$ cat src/rtl/traffic_lamp_monitor_pkg.sv
// Shared lamp codes, phase/fault encodings and FSM state type for the lamp monitor.
// A lamp word decodes to the tracking state it selects; any other word maps to S_FAULT.
package traffic_lamp_monitor_pkg;

    localparam logic [3:0] LAMP_RED      = 4'b1000;
    localparam logic [3:0] LAMP_AMBER    = 4'b0100;
    localparam logic [3:0] LAMP_GREEN    = 4'b0010;
    localparam logic [3:0] LAMP_DISABLED = 4'b1111;
    localparam logic [3:0] LAMP_OFF      = 4'b0000;

    localparam logic [1:0] PH_IDLE  = 2'd0;
    localparam logic [1:0] PH_RED   = 2'd1;
    localparam logic [1:0] PH_AMBER = 2'd2;
    localparam logic [1:0] PH_GREEN = 2'd3;

    localparam logic [2:0] FC_NONE     = 3'd0;
    localparam logic [2:0] FC_ILLEGAL  = 3'd1;
    localparam logic [2:0] FC_SEQUENCE = 3'd2;
    localparam logic [2:0] FC_SHORT    = 3'd3;
    localparam logic [2:0] FC_STUCK    = 3'd4;

    typedef enum logic [2:0] {
        S_IDLE  = 3'd0,
        S_RED   = 3'd1,
        S_AMBER = 3'd2,
        S_GREEN = 3'd3,
        S_FAULT = 3'd4
    } state_e;

    function automatic state_e code_to_state(input logic [3:0] code);
        case (code)
            LAMP_RED:   return S_RED;
            LAMP_AMBER: return S_AMBER;
            LAMP_GREEN: return S_GREEN;
            default:    return S_FAULT;
        endcase
    endfunction

endpackage

$ cat src/rtl/traffic_flash_gen.sv
// Fault flash divider: o_flash_on is the lamp state for the next output cycle,
// so it toggles one count before each half-period boundary. HALF must be >= 2.
module traffic_flash_gen #(
    parameter int HALF = 4
) (
    input  logic i_clk,
    input  logic i_rst,
    input  logic i_clr,
    input  logic i_en,
    output logic o_flash_on
);

    localparam int CW = (HALF > 1) ? $clog2(HALF) : 1;

    logic [CW-1:0] r_cnt;
    logic          r_on;

    always_ff @(posedge i_clk or posedge i_rst) begin
        if (i_rst) begin
            r_cnt <= '0;
            r_on  <= 1'b1;
        end else if (i_clr) begin
            r_cnt <= '0;
            r_on  <= 1'b1;
        end else if (i_en) begin
            r_cnt <= (r_cnt == CW'(HALF - 1)) ? '0 : r_cnt + 1'b1;
            if (r_cnt == CW'(HALF - 2))
                r_on <= ~r_on;
        end
    end

    assign o_flash_on = r_on;

endmodule

$ cat src/rtl/traffic_lamp_monitor.sv
// Lamp-side monitor: tracks phase/dwell of the controller lamp word, latches the first fault
// and flashes red until cleared. States: IDLE wait/resync | RED/AMBER/GREEN tracking | FAULT flash.
module traffic_lamp_monitor
    import traffic_lamp_monitor_pkg::*;
#(
    parameter int MIN_RED    = 10,
    parameter int MIN_AMBER  = 2,
    parameter int MIN_GREEN  = 8,
    parameter int MAX_DWELL  = 64,
    parameter int FLASH_HALF = 4,
    parameter int CNT_W      = 8
) (
    input  logic             i_clk,
    input  logic             i_rst,
    input  logic             i_en,
    input  logic [3:0]       i_lamp_in,
    input  logic             i_clr_fault,
    output logic [3:0]       o_lamp_out,
    output logic [1:0]       o_phase,
    output logic [CNT_W-1:0] o_dwell_cnt,
    output logic             o_fault,
    output logic [2:0]       o_fault_code
);

    state_e           r_state;
    logic [3:0]       r_lamp_out;
    logic [1:0]       r_phase;
    logic [CNT_W-1:0] r_dwell;
    logic             r_fault;
    logic [2:0]       r_fault_code;

    state_e           w_state_nxt;
    state_e           w_code_state;
    state_e           w_succ;
    logic [CNT_W-1:0] w_min;
    logic [CNT_W-1:0] w_dwell_inc;
    logic [CNT_W-1:0] w_dwell_nxt;
    logic [3:0]       w_lamp_nxt;
    logic [1:0]       w_phase_nxt;
    logic [2:0]       w_code_nxt;
    logic             w_flash_on;
    logic             w_flash_clr;

    assign w_code_state = code_to_state(i_lamp_in);
    assign w_dwell_inc  = r_dwell + 1'b1;

    always_comb begin
        w_succ = S_FAULT;
        w_min  = '0;
        case (r_state)
            S_RED:   begin w_succ = S_AMBER; w_min = CNT_W'(MIN_RED);   end
            S_AMBER: begin w_succ = S_GREEN; w_min = CNT_W'(MIN_AMBER); end
            S_GREEN: begin w_succ = S_RED;   w_min = CNT_W'(MIN_GREEN); end
            default: begin w_succ = S_FAULT; w_min = '0;                end
        endcase
    end

    always_comb begin
        w_state_nxt = r_state;
        w_lamp_nxt  = r_lamp_out;
        w_dwell_nxt = r_dwell;
        w_code_nxt  = r_fault_code;
        case (r_state)
            S_IDLE: begin
                w_lamp_nxt  = LAMP_RED;
                w_dwell_nxt = '0;
                if (i_en && i_lamp_in != LAMP_DISABLED) begin
                    if (w_code_state != S_FAULT) begin
                        w_state_nxt = w_code_state;
                        w_lamp_nxt  = i_lamp_in;
                        w_dwell_nxt = CNT_W'(1);
                    end else begin
                        w_state_nxt = S_FAULT;
                        w_code_nxt  = FC_ILLEGAL;
                    end
                end
            end
            S_RED, S_AMBER, S_GREEN: begin
                if (!i_en || i_lamp_in == LAMP_DISABLED) begin
                    w_state_nxt = S_IDLE;
                    w_lamp_nxt  = LAMP_RED;
                    w_dwell_nxt = '0;
                end else if (w_code_state == S_FAULT) begin
                    w_state_nxt = S_FAULT;
                    w_lamp_nxt  = LAMP_RED;
                    w_code_nxt  = FC_ILLEGAL;
                end else if (w_code_state == r_state) begin
                    w_lamp_nxt  = i_lamp_in;
                    w_dwell_nxt = w_dwell_inc;
                    if (w_dwell_inc == CNT_W'(MAX_DWELL)) begin
                        w_state_nxt = S_FAULT;
                        w_lamp_nxt  = LAMP_RED;
                        w_code_nxt  = FC_STUCK;
                    end
                end else if (w_code_state == w_succ) begin
                    if (r_dwell >= w_min) begin
                        w_state_nxt = w_succ;
                        w_lamp_nxt  = i_lamp_in;
                        w_dwell_nxt = CNT_W'(1);
                    end else begin
                        w_state_nxt = S_FAULT;
                        w_lamp_nxt  = LAMP_RED;
                        w_code_nxt  = FC_SHORT;
                    end
                end else begin
                    w_state_nxt = S_FAULT;
                    w_lamp_nxt  = LAMP_RED;
                    w_code_nxt  = FC_SEQUENCE;
                end
            end
            S_FAULT: begin
                if (i_clr_fault) begin
                    w_state_nxt = S_IDLE;
                    w_lamp_nxt  = LAMP_RED;
                    w_dwell_nxt = '0;
                    w_code_nxt  = FC_NONE;
                end else begin
                    w_lamp_nxt = w_flash_on ? LAMP_RED : LAMP_OFF;
                end
            end
            default: begin
                w_state_nxt = S_IDLE;
                w_lamp_nxt  = LAMP_RED;
                w_dwell_nxt = '0;
                w_code_nxt  = FC_NONE;
            end
        endcase
    end

    always_comb begin
        w_phase_nxt = PH_IDLE;
        case (w_state_nxt)
            S_RED:   w_phase_nxt = PH_RED;
            S_AMBER: w_phase_nxt = PH_AMBER;
            S_GREEN: w_phase_nxt = PH_GREEN;
            default: w_phase_nxt = PH_IDLE;
        endcase
    end

    // Restart the flash on both fault entry and fault release.
    assign w_flash_clr = (r_state == S_FAULT) != (w_state_nxt == S_FAULT);

    traffic_flash_gen #(.HALF(FLASH_HALF)) u_flash (
        .i_clk      (i_clk),
        .i_rst      (i_rst),
        .i_clr      (w_flash_clr),
        .i_en       (r_state == S_FAULT),
        .o_flash_on (w_flash_on)
    );

    always_ff @(posedge i_clk or posedge i_rst) begin
        if (i_rst) begin
            r_state      <= S_IDLE;
            r_lamp_out   <= LAMP_RED;
            r_phase      <= PH_IDLE;
            r_dwell      <= '0;
            r_fault      <= 1'b0;
            r_fault_code <= FC_NONE;
        end else begin
            r_state      <= w_state_nxt;
            r_lamp_out   <= w_lamp_nxt;
            r_phase      <= w_phase_nxt;
            r_dwell      <= w_dwell_nxt;
            r_fault      <= (w_state_nxt == S_FAULT);
            r_fault_code <= w_code_nxt;
        end
    end

    assign o_lamp_out   = r_lamp_out;
    assign o_phase      = r_phase;
    assign o_dwell_cnt  = r_dwell;
    assign o_fault      = r_fault;
    assign o_fault_code = r_fault_code;

endmodule

$ cat config.mk
export PLATFORM = sky130hd
export DESIGN_NAME = traffic_lamp_monitor
export DESIGN_NICKNAME = d
export VERILOG_FILES = /design/src/rtl/traffic_lamp_monitor_pkg.sv /design/src/rtl/traffic_flash_gen.sv /design/src/rtl/traffic_lamp_monitor.sv
export SDC_FILE = /design/constraint.sdc
export NUM_CORES = 1
export LEC_CHECK = 0
export BUFFER_PORTS_ARGS = -buffer_cell sky130_fd_sc_hd__buf_2
export CORE_MARGIN = 10
export CORE_UTILIZATION = 38
export DETAILED_ROUTE_END_ITERATION = 12
export MAX_ROUTING_LAYER = met4
export SLEW_MARGIN = 0
export SYNTH_ARGS = -nofsm -noshare
export SYNTH_HDL_FRONTEND = slang
export SYNTH_SLANG_ARGS = --single-unit
$ cat constraint.sdc
create_clock -name i_clk -period 2.7 [get_ports i_clk]
set_input_delay 0.81 -clock i_clk [delete_from_list [all_inputs] [get_ports i_clk]]
set_output_delay 0.81 -clock i_clk [all_outputs]
set_load 0.01 [all_outputs]
==> results.sh, run 1 <==
export IMPL_status="finished clean"
export IMPL_viasPerCell=5.65
export IMPL_wire_per_inst_um=15.1
export IMPL_grt_overflow=0
export IMPL_port_buffers=25
export IMPL_synth_distinct_cells=61
export IMPL_rows=24
export IMPL_grt_max_degree=25
export IMPL_reg2reg_slack_ns=0.14
export IMPL_powerDensity_nw_per_um2=480
export IMPL_tightest_slew_ns=0.592
export IMPL_final_util=0.505
export IMPL_seqCellArea_sq_um=603
export IMPL_synth_top_flop_cell="dfrtp_1"
export IMPL_vdd_drop_max_uv=205
export IMPL_p_leak_nw=0.984
export IMPL_dp_hpwl_um=3500
export IMPL_yosys_cell_count_top_type="dfrtp_1"
export IMPL_synth_fp_nets=203
export IMPL_setup_tns_ns=0
export IMPL_timing_fmax_mhz=391
export IMPL_worstRegToRegCells=12
export IMPL_worstSetupPathType="flop to flop"
export IMPL_routed_wl_um=4480
export IMPL_multi_input_area_sq_um=1050
export IMPL_ys_ff_latch=24
export IMPL_maxCapViolCount=0
export IMPL_first_iter_violations=157
export IMPL_num_fill_cells=404
export IMPL_ys_async_sr_fraction=1.00
export IMPL_ant_nets=0
export IMPL_cts_max_path_buffers=2
export IMPL_coreArea_sq_um=4350
export IMPL_place_worst_setup_slack_ns=-0.132
export IMPL_timing_rr_start="r_state[2]"
export IMPL_cts_buffers=3
export IMPL_r2r_end="u_flash.r_cnt[1]"
export IMPL_total_power_w=0.00105
export IMPL_place_congestion=0.909
export IMPL_synth_edff_count=0
export IMPL_drcViolationCount=0
export IMPL_start_kind="flop"
export IMPL_cts_tree="built"
export IMPL_synthTopCellsByArea="dfrtp_1, ha_1, nor2_1, nand2_1, a31oi_1"
export IMPL_hp_class="flop to flop"
export IMPL_grt_pass1_vias=1629
export IMPL_die_x_um=87.2
export IMPL_grt_use_total=0.126
export IMPL_end_kind="flop"
export IMPL_syn_inst=189
export IMPL_crit_end="u_flash.r_cnt[1]"
export IMPL_setup_slack_ns=0.145
export IMPL_placed_cells=292
export IMPL_via_count=1672
export IMPL_diodes=0
export IMPL_synth_area_per_cell_sq_um=9.07
export IMPL_synth_top_area_cell="dfrtp_1"
export IMPL_ios=26
export IMPL_yosysSeqAreaShare=0.352
export IMPL_yosys_top_cells_count="dfrtp_1, nor2_1, nand2_1, a31oi_1, nand3_1"
export IMPL_fin_cells=296
export IMPL_grt_pass1_wl_um=7830
export IMPL_arrival_ns=2.74
export IMPL_synth_top_cell_area_share=0.321
export IMPL_drive_gt1_frac=0.373
export IMPL_synth_warnings=0
export IMPL_layout_nets=259
export IMPL_htreeDepth=1
export IMPL_final_period_utilization=0.946
export IMPL_area_growth_pct=28.2
export IMPL_required_ns=2.88
export IMPL_initial_core_util=0.394
export IMPL_cp_max_fo=5
export IMPL_clock_sinks=24
export IMPL_root_buffer="clkbuf_8"
export IMPL_drv_slew=0
export IMPL_firstDrtPassIters=5
export IMPL_slew_headroom=0.605
export IMPL_rsz0062_at_grt="no"
export IMPL_antenna_found_initial=0
export IMPL_clk_insertion_delay_late_ns=0.27
export IMPL_setup_viol=0
export IMPL_dieArea_sq_um=7600
export IMPL_path_clk_slew_ns=0.09
export IMPL_syn_cell_area_sq_um=1710
export IMPL_hold_viol=0
export IMPL_fin_skew_ns=0.00525
export IMPL_period_minus_slack_ns=2.56
export IMPL_fp_dieH_um=87.2
export IMPL_startpoint="r_state[2]"
metal layers:
metal	up-vias	GRT usage	share of wire
li1	823	-	-
met1	784	0.174	0.48
met2	54	0.186	0.45
met3	11	0.0122	0.055
met4	0	0.0449	0.017
met5	-	-	0
cells in the final DEF, fill, tap and decap left out, types with 2 or more instances in the layout:
cell type | Yosys | final
buf_4 | 1 | 36
buf_2 | 1 | 25
dfrtp_1 | 22 | 22
nor2_1 | 20 | 19
nand2_1 | 19 | 17
a31oi_1 | 11 | 11
nand3_1 | 8 | 8
inv_1 | 7 | 7
o21ai_0 | 7 | 6
ha_1 | 6 | 5
nor4_1 | 4 | 4
a21oi_1 | 5 | 4
a22oi_1 | 4 | 4
clkbuf_8 | 0 | 4
nand4_1 | 3 | 3
or4_1 | 3 | 3
nand2b_1 | 3 | 3
nand2_2 | 1 | 3
nand4bb_1 | 3 | 3
o31ai_1 | 3 | 3
xor2_1 | 2 | 2
a211oi_2 | 1 | 2
nor2b_1 | 2 | 2
xnor2_1 | 3 | 2
o31a_1 | 2 | 2
o21ai_1 | 1 | 2
a21oi_2 | 1 | 2
and4_1 | 2 | 2
a211oi_1 | 3 | 2
nor3_1 | 2 | 2
mux2_1 | 2 | 2
nand3b_1 | 2 | 2
dfstp_2 | 2 | 2
worst min path at each step:
stage	from	endpoint	slack (ns)	cells past startpoint
6_report	o_fault_code[0]	o_fault_code[0]	0.51	1
5_1_grt	o_fault_code[0]	o_fault_code[0]	0.54	1
4_1_cts	u_flash.o_flash_on	u_flash.o_flash_on	0.51	2
3_5_place_dp	o_fault_code[0]	o_fault_code[0]	0.48	1
3_3_place_gp	o_fault_code[0]	o_fault_code[0]	0.47	1
2_1_floorplan	u_flash.o_flash_on	o_lamp_out[3]	0.47	2
cell type report:
class	count	area share
multi-input cells	148	0.479
well taps	52	0.0296
flip-flops and latches	24	0.274
repair buffers	61	0.180
inverters	7	0.0120
clock buffers	4	0.0251
power breakdown:
| part | leakage (nW) | total (W) | switching, W | internal (W) |
|---|---|---|---|---|
| logic | 0.640 | 0.000372 | 0.000204 | 0.000168 |
| registers | 0.316 | 0.000434 | 0.0000278 | 0.000407 |
| clock network | 0.0288 | 0.000248 | 0.000117 | 0.000130 |
| total | 0.984 | 0.00105 | 0.000349 | 0.000705 |
flip-flops by register name (all words and copies together), names as in the netlist:
signal and flops:
o_fault 1, u_flash.o_flash_on 1, o_dwell_cnt 8, u_flash.r_cnt 2, r_state 3, o_lamp_out 4, o_fault_code 3, o_phase 2
cell families (layout without fill, tap and decap cells):
logic type	count (synthesis)	count (layout)	synth area share
flip-flops	24	24	0.352
adder cells (fa/ha/maj)	6	6	0.0438
AND/OR/NAND/NOR	84	84	0.290
multiplexers	2	2	0.0131
other	1	1	0.00219
AO/OA/AOI/OAI	50	50	0.224
buffers and inverters	17	72	0.0496
XOR/XNOR	5	5	0.0256
metrics by stage:
step / instance area (sq um) / hold slack (ns)
floorplan: 1720 / 0.470
global placement: 2120 / 0.475
detailed placement: 2120 / 0.483
CTS: 2190 / 0.506
global route: 2200 / 0.541
finish: 2200 / 0.509
worst max-delay path, cell delays in order, from the launching register on:
cell	delay, ns
dfrtp_1	0.39
inv_1	0.09
nand2_1	0.07
ha_1	0.18
or4_1	0.52
nor2_2	0.14
nand2_2	0.09
nand2_2	0.09
a21oi_2	0.05
o31a_1	0.26
ha_2	0.22
buf_4	0.14
o31ai_1	0.23
what timing repair did:
| item | 4_1_cts | 5_1_grt |
|---|---|---|
| buffers inserted | 0 | 0 |
| gates resized for setup | 1 | 5 |
| endpoints found under the setup margin | 1 | 3 |
| hold buffers | 0 | 0 |
| pin swaps | 0 | 1 |
Power figures use the tool's default switching activity.
==> run 2, diff against run 1 <==
CORE_UTILIZATION = 51   (was 38)
PLACE_DENSITY = 0.76   (was default)
==> run 2 against run 1 <==
Critical path depth stayed put. Wire length is 6.6% higher. Flip-flop and latch count stayed put. Die area is 20% lower. Clock power is 8.9% higher. Maximum frequency is 0.22% higher. Worst setup slack better by 0.0056 ns. Global-route usage is 3.9 points higher. First-iteration DRC count is 5.1% higher. Sequential power is 2% higher. Largest cell class unchanged. Combinational power is 11% higher.
==> results.sh, run 2 (same netlist as run 1, synthesis figures left out) <==
export IMPL_status="finished clean"
export IMPL_initial_core_util=0.548
export IMPL_fin_skew_ns=0.00333
export IMPL_startpoint="r_state[0]"
export IMPL_viasPerCell=6.11
export IMPL_worstSetupPathType="flop to flop"
export IMPL_ios=26
export IMPL_setup_slack_ns=0.150
export IMPL_cts_max_path_buffers=2
export IMPL_holdBufCountCts=0
export IMPL_firstDrtPassIters=4
export IMPL_drive_gt1_frac=0.359
export IMPL_min_delay_start="o_fault_code[0]"
export IMPL_maxCapViolCount=0
export IMPL_dieArea_sq_um=6080
export IMPL_powerDensity_nw_per_um2=519
export IMPL_routed_wl_um=4770
export IMPL_ant_nets=0
export IMPL_rsz0062_at_grt="no"
export IMPL_postLayoutCellArea_sq_um=2170
export IMPL_grt_overflow=0
export IMPL_port_buffers=25
export IMPL_grt_use_total=0.165
export IMPL_cp_max_fo=6
export IMPL_clk_insertion_delay_late_ns=0.32
export IMPL_r2r_end="u_flash.r_cnt[0]"
export IMPL_grt_pass1_wl_um=8400
export IMPL_final_period_utilization=0.944
export IMPL_fp_dieH_um=78.0
export IMPL_slew_headroom=0.397
export IMPL_largest_reg_flops=8
export IMPL_drcViolationCount=0
export IMPL_period_minus_slack_ns=2.55
export IMPL_post_cts_setup_buffers=0
export IMPL_diodes=0
export IMPL_wire_per_inst_um=17.0
export IMPL_dp_hpwl_um=3750
export IMPL_first_iter_violations=165
export IMPL_area_growth_pct=26.4
export IMPL_clock_sinks=24
export IMPL_layout_nets=252
export IMPL_timing_rr_start="r_state[0]"
export IMPL_hold_viol=0
export IMPL_reg2reg_slack_ns=0.15
export IMPL_hp_class="flop to flop"
export IMPL_root_buffer="clkbuf_4"
export IMPL_grt_max_degree=25
export IMPL_cts_tree="built"
export IMPL_via_count=1718
export IMPL_rows=20
export IMPL_arrival_ns=2.83
export IMPL_path_clk_slew_ns=0.15
export IMPL_setup_viol=0
export IMPL_cts_buffers=3
export IMPL_setup_tns_ns=0
export IMPL_place_congestion=0.928
export IMPL_tightest_slew_ns=0.904
export IMPL_end_kind="flop"
export IMPL_required_ns=2.98
export IMPL_holdPathEnd="o_fault_code[0]"
export IMPL_place_worst_setup_slack_ns=-0.154
export IMPL_antenna_found_initial=0
export IMPL_grt_pass1_vias=1859
export IMPL_coreArea_sq_um=3130
export IMPL_die_x_um=78.0
export IMPL_final_common_cell="buf_4"
export IMPL_timing_fmax_mhz=392
export IMPL_hold_path_depth=1
export IMPL_drv_slew=0
export IMPL_p_leak_nw=0.958
export IMPL_htreeDepth=1
export IMPL_worstRegToRegCells=12
export IMPL_final_cell_mix="buf_4, buf_2, dfrtp_1"
export IMPL_worst_hold_slack_ns=0.517
export IMPL_vdd_drop_max_uv=208
export IMPL_place_area_sq_um=2070
export IMPL_start_kind="flop"
## run 2: cell types whose count changed in the layout (fill, tap and decap cells not counted), sizes merged
cell	before	now
buf	61	54
bufinv	0	1
clkbuf	4	3
## run 2: how the worst max path moves through the flow
stage | slack [ns] | to
3_5_place_dp | -0.15 | u_flash.r_cnt[0]
2_1_floorplan | -0.01 | u_flash.o_flash_on
6_report | 0.15 | u_flash.r_cnt[0]
4_1_cts | 0.005 | u_flash.r_cnt[0]
3_3_place_gp | -0.007 | u_flash.o_flash_on
5_1_grt | 0.04 | u_flash.r_cnt[0]
## run 2: power breakdown
group	internal (W)	switching, W	total, W
registers	0.000407	0.0000348	0.000442
logic	0.000185	0.000226	0.000412
clock network	0.000150	0.000120	0.000270
## run 2: metal layers
layer / global-route usage / part of all wire / vias up
li1: - / - / 802
met2: 0.269 / 0.51 / 76
met1: 0.194 / 0.41 / 826
met5: - / 0 / -
met4: 0.0645 / 0.017 / 0
met3: 0.0369 / 0.067 / 14
## run 2: metrics by stage
step | instances | power, W | util
after floorplan | 189 | 0.000664 | -
after global placement | 277 | 0.000788 | 0.663
after detailed placement | 277 | 0.000814 | 0.663
after CTS | 281 | 0.00109 | 0.682
after global routing | 281 | 0.00119 | 0.692
final | 281 | 0.00112 | 0.692
## run 2: worst max-delay path: stages, from the launching register on
cell and delay (ns):
dfrtp_2 0.47, xnor2_1 0.23, nor2_1 0.11, ha_1 0.28, nor2b_1 0.13, o21ai_1 0.16
nand2_1 0.11, nand2_2 0.09, a21oi_2 0.06, o31a_1 0.28, ha_4 0.20, nor4_4 0.26
a21o_1 0.11
## run 2: cell type report
class	instances	area, sq um
clock buffer	3	22.5
clock inverter	1	30.0
fill	242	962
inverter	7	26.3
multi-input combinational	148	1070
sequential	24	604
tap	44	55.1
timing repair buffer	54	355
## run 2: what timing repair did
action | CTS | global route
gates cloned | 0 | 0
resized for setup | 3 | 6
endpoints found under the setup margin | 1 | 3
